<file path="config.mk">
export PLATFORM = sky130hd
export DESIGN_NAME = branch_predictor_flat
export DESIGN_NICKNAME = d
export VERILOG_FILES = /design/src/rtl/bp_pkg.sv /design/src/rtl/branch_predictor_if.sv /design/src/rtl/sat_counter2.sv /design/src/rtl/branch_predictor.sv /design/src/flat_wrapper.sv
export SDC_FILE = /design/constraint.sdc
export NUM_CORES = 2
export LEC_CHECK = 0
export CORE_UTILIZATION = 56
export DETAILED_ROUTE_END_ITERATION = 7
export PLACE_DENSITY = 0.74
export SETUP_SLACK_MARGIN = 0.3
export SYNTH_ARGS = -nofsm -noshare
export SYNTH_HDL_FRONTEND = slang
export SYNTH_HIERARCHICAL = 1
export SYNTH_SLANG_ARGS = --single-unit
export TNS_END_PERCENT = 30
</file>
<file path="constraint.sdc">
create_clock -name clk -period 34.9 [get_ports clk]
set_input_delay 3.49 -clock clk [delete_from_list [all_inputs] [get_ports clk]]
set_output_delay 3.49 -clock clk [all_outputs]
set_load 0.01 [all_outputs]
</file>
<file path="src/rtl/bp_pkg.sv">
// rtl/bp_pkg.sv - shared encodings and default sizing for the branch predictor
package bp_pkg;

  localparam int BP_ENTRIES = 16;
  localparam int BP_IDX_W   = $clog2(BP_ENTRIES);

  typedef enum logic [1:0] {
    SNT = 2'b00,
    WNT = 2'b01,
    WT  = 2'b10,
    ST  = 2'b11
  } ctr_e;

endpackage

</file>
<file path="src/rtl/branch_predictor_if.sv">
// rtl/branch_predictor_if.sv - fetch lookup, EX resolution and statistics signals
interface branch_predictor_if;

  logic [31:0] if_pc;
  logic        predict_taken;
  logic [31:0] predict_target;
  logic        ex_branch;
  logic [31:0] ex_pc;
  logic        ex_taken;
  logic [31:0] ex_target;
  logic        ex_prediction;
  logic        mispredict;
  logic [31:0] redirect_pc;
  logic [15:0] branch_count;
  logic [15:0] miss_count;

  modport master (
    output if_pc, ex_branch, ex_pc, ex_taken, ex_target, ex_prediction,
    input  predict_taken, predict_target, mispredict, redirect_pc,
           branch_count, miss_count
  );

  modport slave (
    input  if_pc, ex_branch, ex_pc, ex_taken, ex_target, ex_prediction,
    output predict_taken, predict_target, mispredict, redirect_pc,
           branch_count, miss_count
  );

endinterface

</file>
<file path="src/rtl/sat_counter2.sv">
// rtl/sat_counter2.sv - next state of a 2-bit saturating branch history counter
module sat_counter2
  import bp_pkg::*;
(
  input  ctr_e cur,
  input  logic taken,
  output ctr_e nxt
);

  always_comb begin
    nxt = cur;
    case (cur)
      SNT:     nxt = taken ? WNT : SNT;
      WNT:     nxt = taken ? WT  : SNT;
      WT:      nxt = taken ? ST  : WNT;
      ST:      nxt = taken ? ST  : WT;
      default: nxt = cur;
    endcase
  end

endmodule

</file>
<file path="src/rtl/branch_predictor.sv">
// rtl/branch_predictor.sv - direct-mapped BTB with 2-bit counters, combinational lookup
module branch_predictor
  import bp_pkg::*;
#(
  parameter int ENTRIES = BP_ENTRIES
) (
  input  logic               clk,
  input  logic               rst,
  branch_predictor_if.slave  bus
);

  localparam int IDX_W = $clog2(ENTRIES);
  localparam int TAG_W = 30 - IDX_W;

  logic              valid_q  [ENTRIES];
  logic [TAG_W-1:0]  tag_q    [ENTRIES];
  logic [31:0]       target_q [ENTRIES];
  ctr_e              ctr_q    [ENTRIES];

  logic [IDX_W-1:0]  f_idx, e_idx;
  logic [TAG_W-1:0]  f_tag, e_tag;
  logic              f_hit, e_hit;
  ctr_e              f_ctr, e_ctr, e_ctr_nxt;
  logic [15:0]       branch_cnt_q, miss_cnt_q;
  logic              unused_pc_bits;

  assign f_idx = bus.if_pc[IDX_W+1:2];
  assign f_tag = bus.if_pc[31:IDX_W+2];
  assign e_idx = bus.ex_pc[IDX_W+1:2];
  assign e_tag = bus.ex_pc[31:IDX_W+2];
  assign unused_pc_bits = ^{bus.if_pc[1:0], bus.ex_pc[1:0]};

  // Lookup reads registered state only, so a same-index update lands next cycle
  assign f_ctr = ctr_q[f_idx];
  assign f_hit = valid_q[f_idx] && (tag_q[f_idx] == f_tag);
  assign bus.predict_taken  = f_hit && f_ctr[1];
  assign bus.predict_target = f_hit ? target_q[f_idx] : 32'd0;

  assign e_ctr = ctr_q[e_idx];
  assign e_hit = valid_q[e_idx] && (tag_q[e_idx] == e_tag);

  assign bus.mispredict  = bus.ex_branch && (bus.ex_prediction != bus.ex_taken);
  assign bus.redirect_pc = !bus.mispredict ? 32'd0 :
                           bus.ex_taken    ? bus.ex_target : bus.ex_pc + 32'd4;

  sat_counter2 u_ctr (
    .cur   (e_ctr),
    .taken (bus.ex_taken),
    .nxt   (e_ctr_nxt)
  );

  always_ff @(posedge clk or posedge rst) begin
    if (rst) begin
      for (int i = 0; i < ENTRIES; i++) begin
        valid_q[i]  <= 1'b0;
        tag_q[i]    <= '0;
        target_q[i] <= 32'd0;
        ctr_q[i]    <= WNT;
      end
    end else if (bus.ex_branch) begin
      if (e_hit) begin
        ctr_q[e_idx] <= e_ctr_nxt;
        if (bus.ex_taken) target_q[e_idx] <= bus.ex_target;
      end else if (bus.ex_taken) begin
        // Taken miss evicts whatever aliased into this slot
        valid_q[e_idx]  <= 1'b1;
        tag_q[e_idx]    <= e_tag;
        target_q[e_idx] <= bus.ex_target;
        ctr_q[e_idx]    <= WT;
      end
    end
  end

  always_ff @(posedge clk or posedge rst) begin
    if (rst) begin
      branch_cnt_q <= 16'd0;
      miss_cnt_q   <= 16'd0;
    end else begin
      if (bus.ex_branch && branch_cnt_q != 16'hFFFF) branch_cnt_q <= branch_cnt_q + 16'd1;
      if (bus.mispredict && miss_cnt_q != 16'hFFFF)  miss_cnt_q   <= miss_cnt_q + 16'd1;
    end
  end

  assign bus.branch_count = branch_cnt_q;
  assign bus.miss_count   = miss_cnt_q;

endmodule

</file>
<file path="src/flat_wrapper.sv">
// flat-port wrapper written by rule: the top's interface ports become plain ports
module branch_predictor_flat import bp_pkg::*;
#(
  parameter int ENTRIES = BP_ENTRIES
)
  (clk, rst, bus_if_pc, bus_ex_branch, bus_ex_pc, bus_ex_taken, bus_ex_target, bus_ex_prediction, bus_predict_taken, bus_predict_target, bus_mispredict, bus_redirect_pc, bus_branch_count, bus_miss_count);
  branch_predictor_if bus_i ();
  input  logic clk;
  input  logic rst;
  input wire logic [$bits(bus_i.if_pc)-1:0] bus_if_pc;
  input wire logic [$bits(bus_i.ex_branch)-1:0] bus_ex_branch;
  input wire logic [$bits(bus_i.ex_pc)-1:0] bus_ex_pc;
  input wire logic [$bits(bus_i.ex_taken)-1:0] bus_ex_taken;
  input wire logic [$bits(bus_i.ex_target)-1:0] bus_ex_target;
  input wire logic [$bits(bus_i.ex_prediction)-1:0] bus_ex_prediction;
  output wire logic [$bits(bus_i.predict_taken)-1:0] bus_predict_taken;
  output wire logic [$bits(bus_i.predict_target)-1:0] bus_predict_target;
  output wire logic [$bits(bus_i.mispredict)-1:0] bus_mispredict;
  output wire logic [$bits(bus_i.redirect_pc)-1:0] bus_redirect_pc;
  output wire logic [$bits(bus_i.branch_count)-1:0] bus_branch_count;
  output wire logic [$bits(bus_i.miss_count)-1:0] bus_miss_count;
  assign bus_i.if_pc = bus_if_pc;
  assign bus_i.ex_branch = bus_ex_branch;
  assign bus_i.ex_pc = bus_ex_pc;
  assign bus_i.ex_taken = bus_ex_taken;
  assign bus_i.ex_target = bus_ex_target;
  assign bus_i.ex_prediction = bus_ex_prediction;
  assign bus_predict_taken = bus_i.predict_taken;
  assign bus_predict_target = bus_i.predict_target;
  assign bus_mispredict = bus_i.mispredict;
  assign bus_redirect_pc = bus_i.redirect_pc;
  assign bus_branch_count = bus_i.branch_count;
  assign bus_miss_count = bus_i.miss_count;
  branch_predictor #(.ENTRIES(ENTRIES)) u_core (.clk(clk), .rst(rst), .bus(bus_i));
endmodule
</file>
# == Word level (Yosys, flattened, before mapping) ==
# Cells that the tools add are included.
# word_totals
reg_bits,1008
wordCells,141
inputBits,101
# op_classes
muxes,42
n_bitwise,7
n_lt_le_gt_ge,3
n_eq_ne,8
add_sub_neg,3
reduce_logical,12
# ops
operator,n
$bwmux 512,1
$bwmux 416,1
$mux 32,8
$bmux 26 s4,2
$mux 26,5
$bmux 32 s4,1
$demux 32 s4,1
$demux 26 s4,1
$eq 26x26->1,2
$add 16x1->16 const B,2
$add 32x3->32 const B,1
$bwmux 32,1
$ne 16x16->1 const B,2
$or 16x16->16,2
$and 16x16->16,1
$bmux 2 s4,2
$not 16->16,1
$mux 2,7
$ge 5x5->1 const B,2
$not 4->5,2
$bmux 1 s4,2
$demux 2 s4,1
$pmux 2 s4,1
$logic_and 1x1->1,7
11 further kinds,19

# == Depth between registers and ports, before layout ==
# depth
depth_word,9
depth_mapped,16
mapped_depth_nobuf,9

# == Hierarchy ==
# The synthesis kept the hierarchy.
# by_module_without_submodules
module,cells_each,n_inst,area_each_um2
branch_predictor,3375,1,51777.2
sat_counter2,3,1,26.3

# == Worst setup path before layout ==
# Ideal clock, no wire load.
# synth_path
kind,input port to output port
from,input bus_if_pc[2]
to,output bus_predict_target[10]
slack_ns,24.686
path_buffers,4
t_arrival_ns,6.724
required_ns,31.410
cell_stages,10
cell_sequence,clkbuf_1 > clkbuf_1 > buf_1 > mux4_2 > mux4_2 > xor2_1 > nor4_1 > nand4_1 > clkbuf_1 > nor2b_1
# synth_via
elab_chain_cells,7
# synth_rtl
item,line,rtl
start: declaration,flat_wrapper.sv:10,input wire logic [$bits(bus_i.if_pc)-1:0] bus_if_pc;
$not 4->5 (implied by the code) (*),"branch_predictor.sv:35, branch_predictor.sv:37",
$bmux 26 s4,branch_predictor.sv:35,assign f_hit = valid_q[f_idx] && (tag_q[f_idx] == f_tag);
$mux 26 (implied by the code) (2 in series),branch_predictor.sv:35,
$eq 26x26->1,branch_predictor.sv:35,
$logic_and 1x1->1,branch_predictor.sv:35,
$mux 32 (*),branch_predictor.sv:37,assign bus.predict_target = f_hit ? target_q[f_idx] : 32'd0;
end: declaration,flat_wrapper.sv:17,output wire logic [$bits(bus_i.predict_target)-1:0] bus_predict_target;
# Every way passes the cells marked *; elsewhere a longest branch is shown, timed or not. The select of a mux whose other input is x is not followed.

# == Final worst setup path ==
# layout_path
from,input bus_if_pc[3]
to,output bus_predict_target[16]
# The elaborated chain is that of the path after synthesis.

==> out/metrics.cfg <==
[placed_design]
pre_cts_slack_ns=22.59
gp_congestion=0.857
port_buffers=196
dpl.hpwl_um=85800
place_inst=4545

[sta]
worst_slew_pin_slew_ns=1.26
rsz0062_at_grt=no
min_period_ns=12.41
fin_hold_ws_ns=0.481
skew_ns=0.0283
relSlewSlack_pct=16.3
fin_tns_setup_ns=0
hold_viol_final=0
setup_viol_count_final=0
drv_slew=0
min_period_over_period_pct=35.6
postLayoutSetupSlackWorst_ns=22.49
max_freq_ghz=0.0806

[floorplanning]
start_util_pct=56.5
rows=111
dieHeight_um=306
core_area_um2=91700
dieArea_um2=93700
io_pins=199
die-width_um=306

[finish]
drive_gt1_share_pct=47.0
area_growth_pct=12.3
final-instance-count-excl-fill=4744
layout.nets=3574
fillers=6477

[power_and_ir_drop]
peakVddDrop_mv=0.0494
seqPwrFrac_pct=45.9
p_sw_share_pct=26.5
p_leak_nw=24.9
internal_power_w=0.00248
power_w=0.00337
p_switching_w=0.000892
comb_power_share_pct=20.0
p_clk_share_pct=34.2
pwr_density_cell_nw_per_um2=57.9

[clock_tree]
cts_buffers=106
cts.htree.levels=3
ctsRootBufferMaster=clkbuf_16
clk_latency_ns=0.70
clock-sinks=1008
path_clk_slew_ns=0.06
ctsLongestPathBuffers=3
cts_setup_buffers=0
hold_buffers=0
cts_resized=0
cts_tree=yes

[routing]
wl_um=146000
viasPerCell=6.77
drtPass1Iterations=5
drt_iter0_drc=3047
drc=0
vias=32100
wl_per_cell_um=30.8
postRouteAntennaNets=0

[outcome]
status=finished, final reports clean

[worst_hold_path]
hold_path_class=flip-flop to flip-flop

[global_route]
grt_pass1_wl_um=223000
grt_pass1_vias=34600
grtUsageTotal_pct=31.8
grt_overflow=0
antenna_found_initial=10
grt_max_degree=186

[yosys]
synth_edf_count=0
synth_cell_types=76
netlist.area_leader.share_pct=47.9
yosys_warnings=6
synth_area_leader_cell=dfrtp_1
syn_area_per_cell_um2=15.3
synth.yosys.seq_area_share_pct=48.7
ys.flop_type=dfrtp_1
synth-seq-cells=1008
ys_top_cells_by_area=dfrtp_1 (48%), mux2_2 (17%), mux4_2 (17%)
synthCells=3378
syn_nets=3485
ys_async_sr_fraction_pct=100
synthesis.area_um2=51800

[critical_path]
critPathKind=primary input to output port
required_ns=31.41
end_kind=output port
arrival_ns=8.92
worstPathMaxFanout=59
worst_setup_path_start_kind=primary input

[job]
cap_viol_max_count=0

-- power groups by stage --
stage | clock network (W) | registers, W | logic, W
global placement | 0 | 0.00153 | 0.000644
finish | 0.00115 | 0.00154 | 0.000672
global route | 0.00121 | 0.00157 | 0.000713
detailed placement | 0 | 0.00156 | 0.000669
floorplan | 0 | 0.00151 | 0.000513
CTS | 0.00117 | 0.00154 | 0.000673
-- through the flow --
step,instance area (um2),utilization [%]
floorplan,51800,-
global placement,54600,59.6
detailed placement,54600,59.6
CTS,58200,63.5
global route,58200,63.5
finish,58200,63.5
-- area by class of cell --
| type | count | area [um2] | share of cell area [%] |
|---|---|---|---|
| Antenna cell | 3 | 7.51 | 0.0129 |
| Multi-Input combinational cell | 2033 | 25100 | 43.1 |
| Tap cell | 1186 | 1480 | 2.55 |
| Inverter | 33 | 131 | 0.226 |
| Clock buffer | 155 | 3120 | 5.36 |
| Sequential cell | 1008 | 25200 | 43.4 |
| Clock inverter | 41 | 445 | 0.765 |
| Timing Repair Buffer | 285 | 2660 | 4.57 |
-- flip-flops by register name, summed over array words and instances (netlist names) --
name / cells
u_core/bus.miss_count: 16
u_core/target_q: 512
u_core/valid_q: 16
u_core/ctr_q: 32
u_core/tag_q: 416
u_core/bus.branch_count: 16
-- worst max-delay path, cell delays in order --
cell	delay, ns
buf_6	0.67
buf_4	1.08
mux4_2	0.44
mux4_2	0.51
xnor2_1	0.26
nand4_1	0.13
nor4_1	0.89
nand4_1	0.19
buf_4	0.30
nor2b_1	0.23
clkdlybuf4s50_1	0.56
-- path summary, 6_finish.rpt --
path	start	end	slack [ns]	cells past startpoint
max	bus_if_pc[3]	bus_predict_target[16]	22.49	11
max in group asynchronous	rst	u_core/tag_q[206]	28.21	5
min	u_core/ctr_q[16]	u_core/ctr_q[16]	0.48	2
min in group asynchronous	rst	u_core/bus.miss_count[7]	3.37	2
max reg2reg	u_core/tag_q[251]	u_core/tag_q[128]	30.37	10
min reg2reg	u_core/ctr_q[16]	u_core/ctr_q[16]	0.48	2
-- cells in the mapped netlist, types with 12 or more instances --
library cell	instances
clkbuf_1	202
a22oi_1	16
mux2i_1	87
nor2_1	88
buf_1	31
dfrtp_1	992
nand3_1	26
and3_1	12
o2bb2ai_1	12
mux4_2	381
buf_2	24
xor2_1	45
mux2_2	776
nor2b_1	40
buf_4	13
inv_1	30
a21oi_1	33
nand4_1	20
o22ai_1	14
nand2_1	63
mux2_4	172
buf_6	31
dfstp_2	16
xnor2_1	69
-- cell families after synthesis --
logic type               count (synthesis)  share of synthesized area [%]
AO/OA/AOI/OAI                          166                           2.38
XOR/XNOR                               114                           1.93
adder cells (fa/ha/maj)                  8                          0.188
buffers and inverters                  337                           3.08
flip-flops                            1008                           48.7
multiplexers                          1419                           40.3
AND/OR/NAND/NOR                        326                           3.45
-- cells in the final DEF (no fill, tap or decap), types with 45 or more instances in the layout --
cell type	count
nand2_1	62
clkbuf_16	107
mux4_2	381
buf_4	90
xor2_1	45
mux2i_1	87
mux2_2	776
dfrtp_1	992
nor2_1	74
mux2_4	172
xnor2_1	69
clkdlybuf4s50_1	188
-- routing by layer --
layer  global-route usage (%)  up-vias  part of all wire, %
li1                         -    12900                    -
met1                     42.7    17300                   39
met2                     50.9     1487                   49
met3                     6.84      384                  8.1
met4                     12.5       10                  3.9
met5                        0        -                0.047
Note: power is estimated with default switching activity, not from simulation.
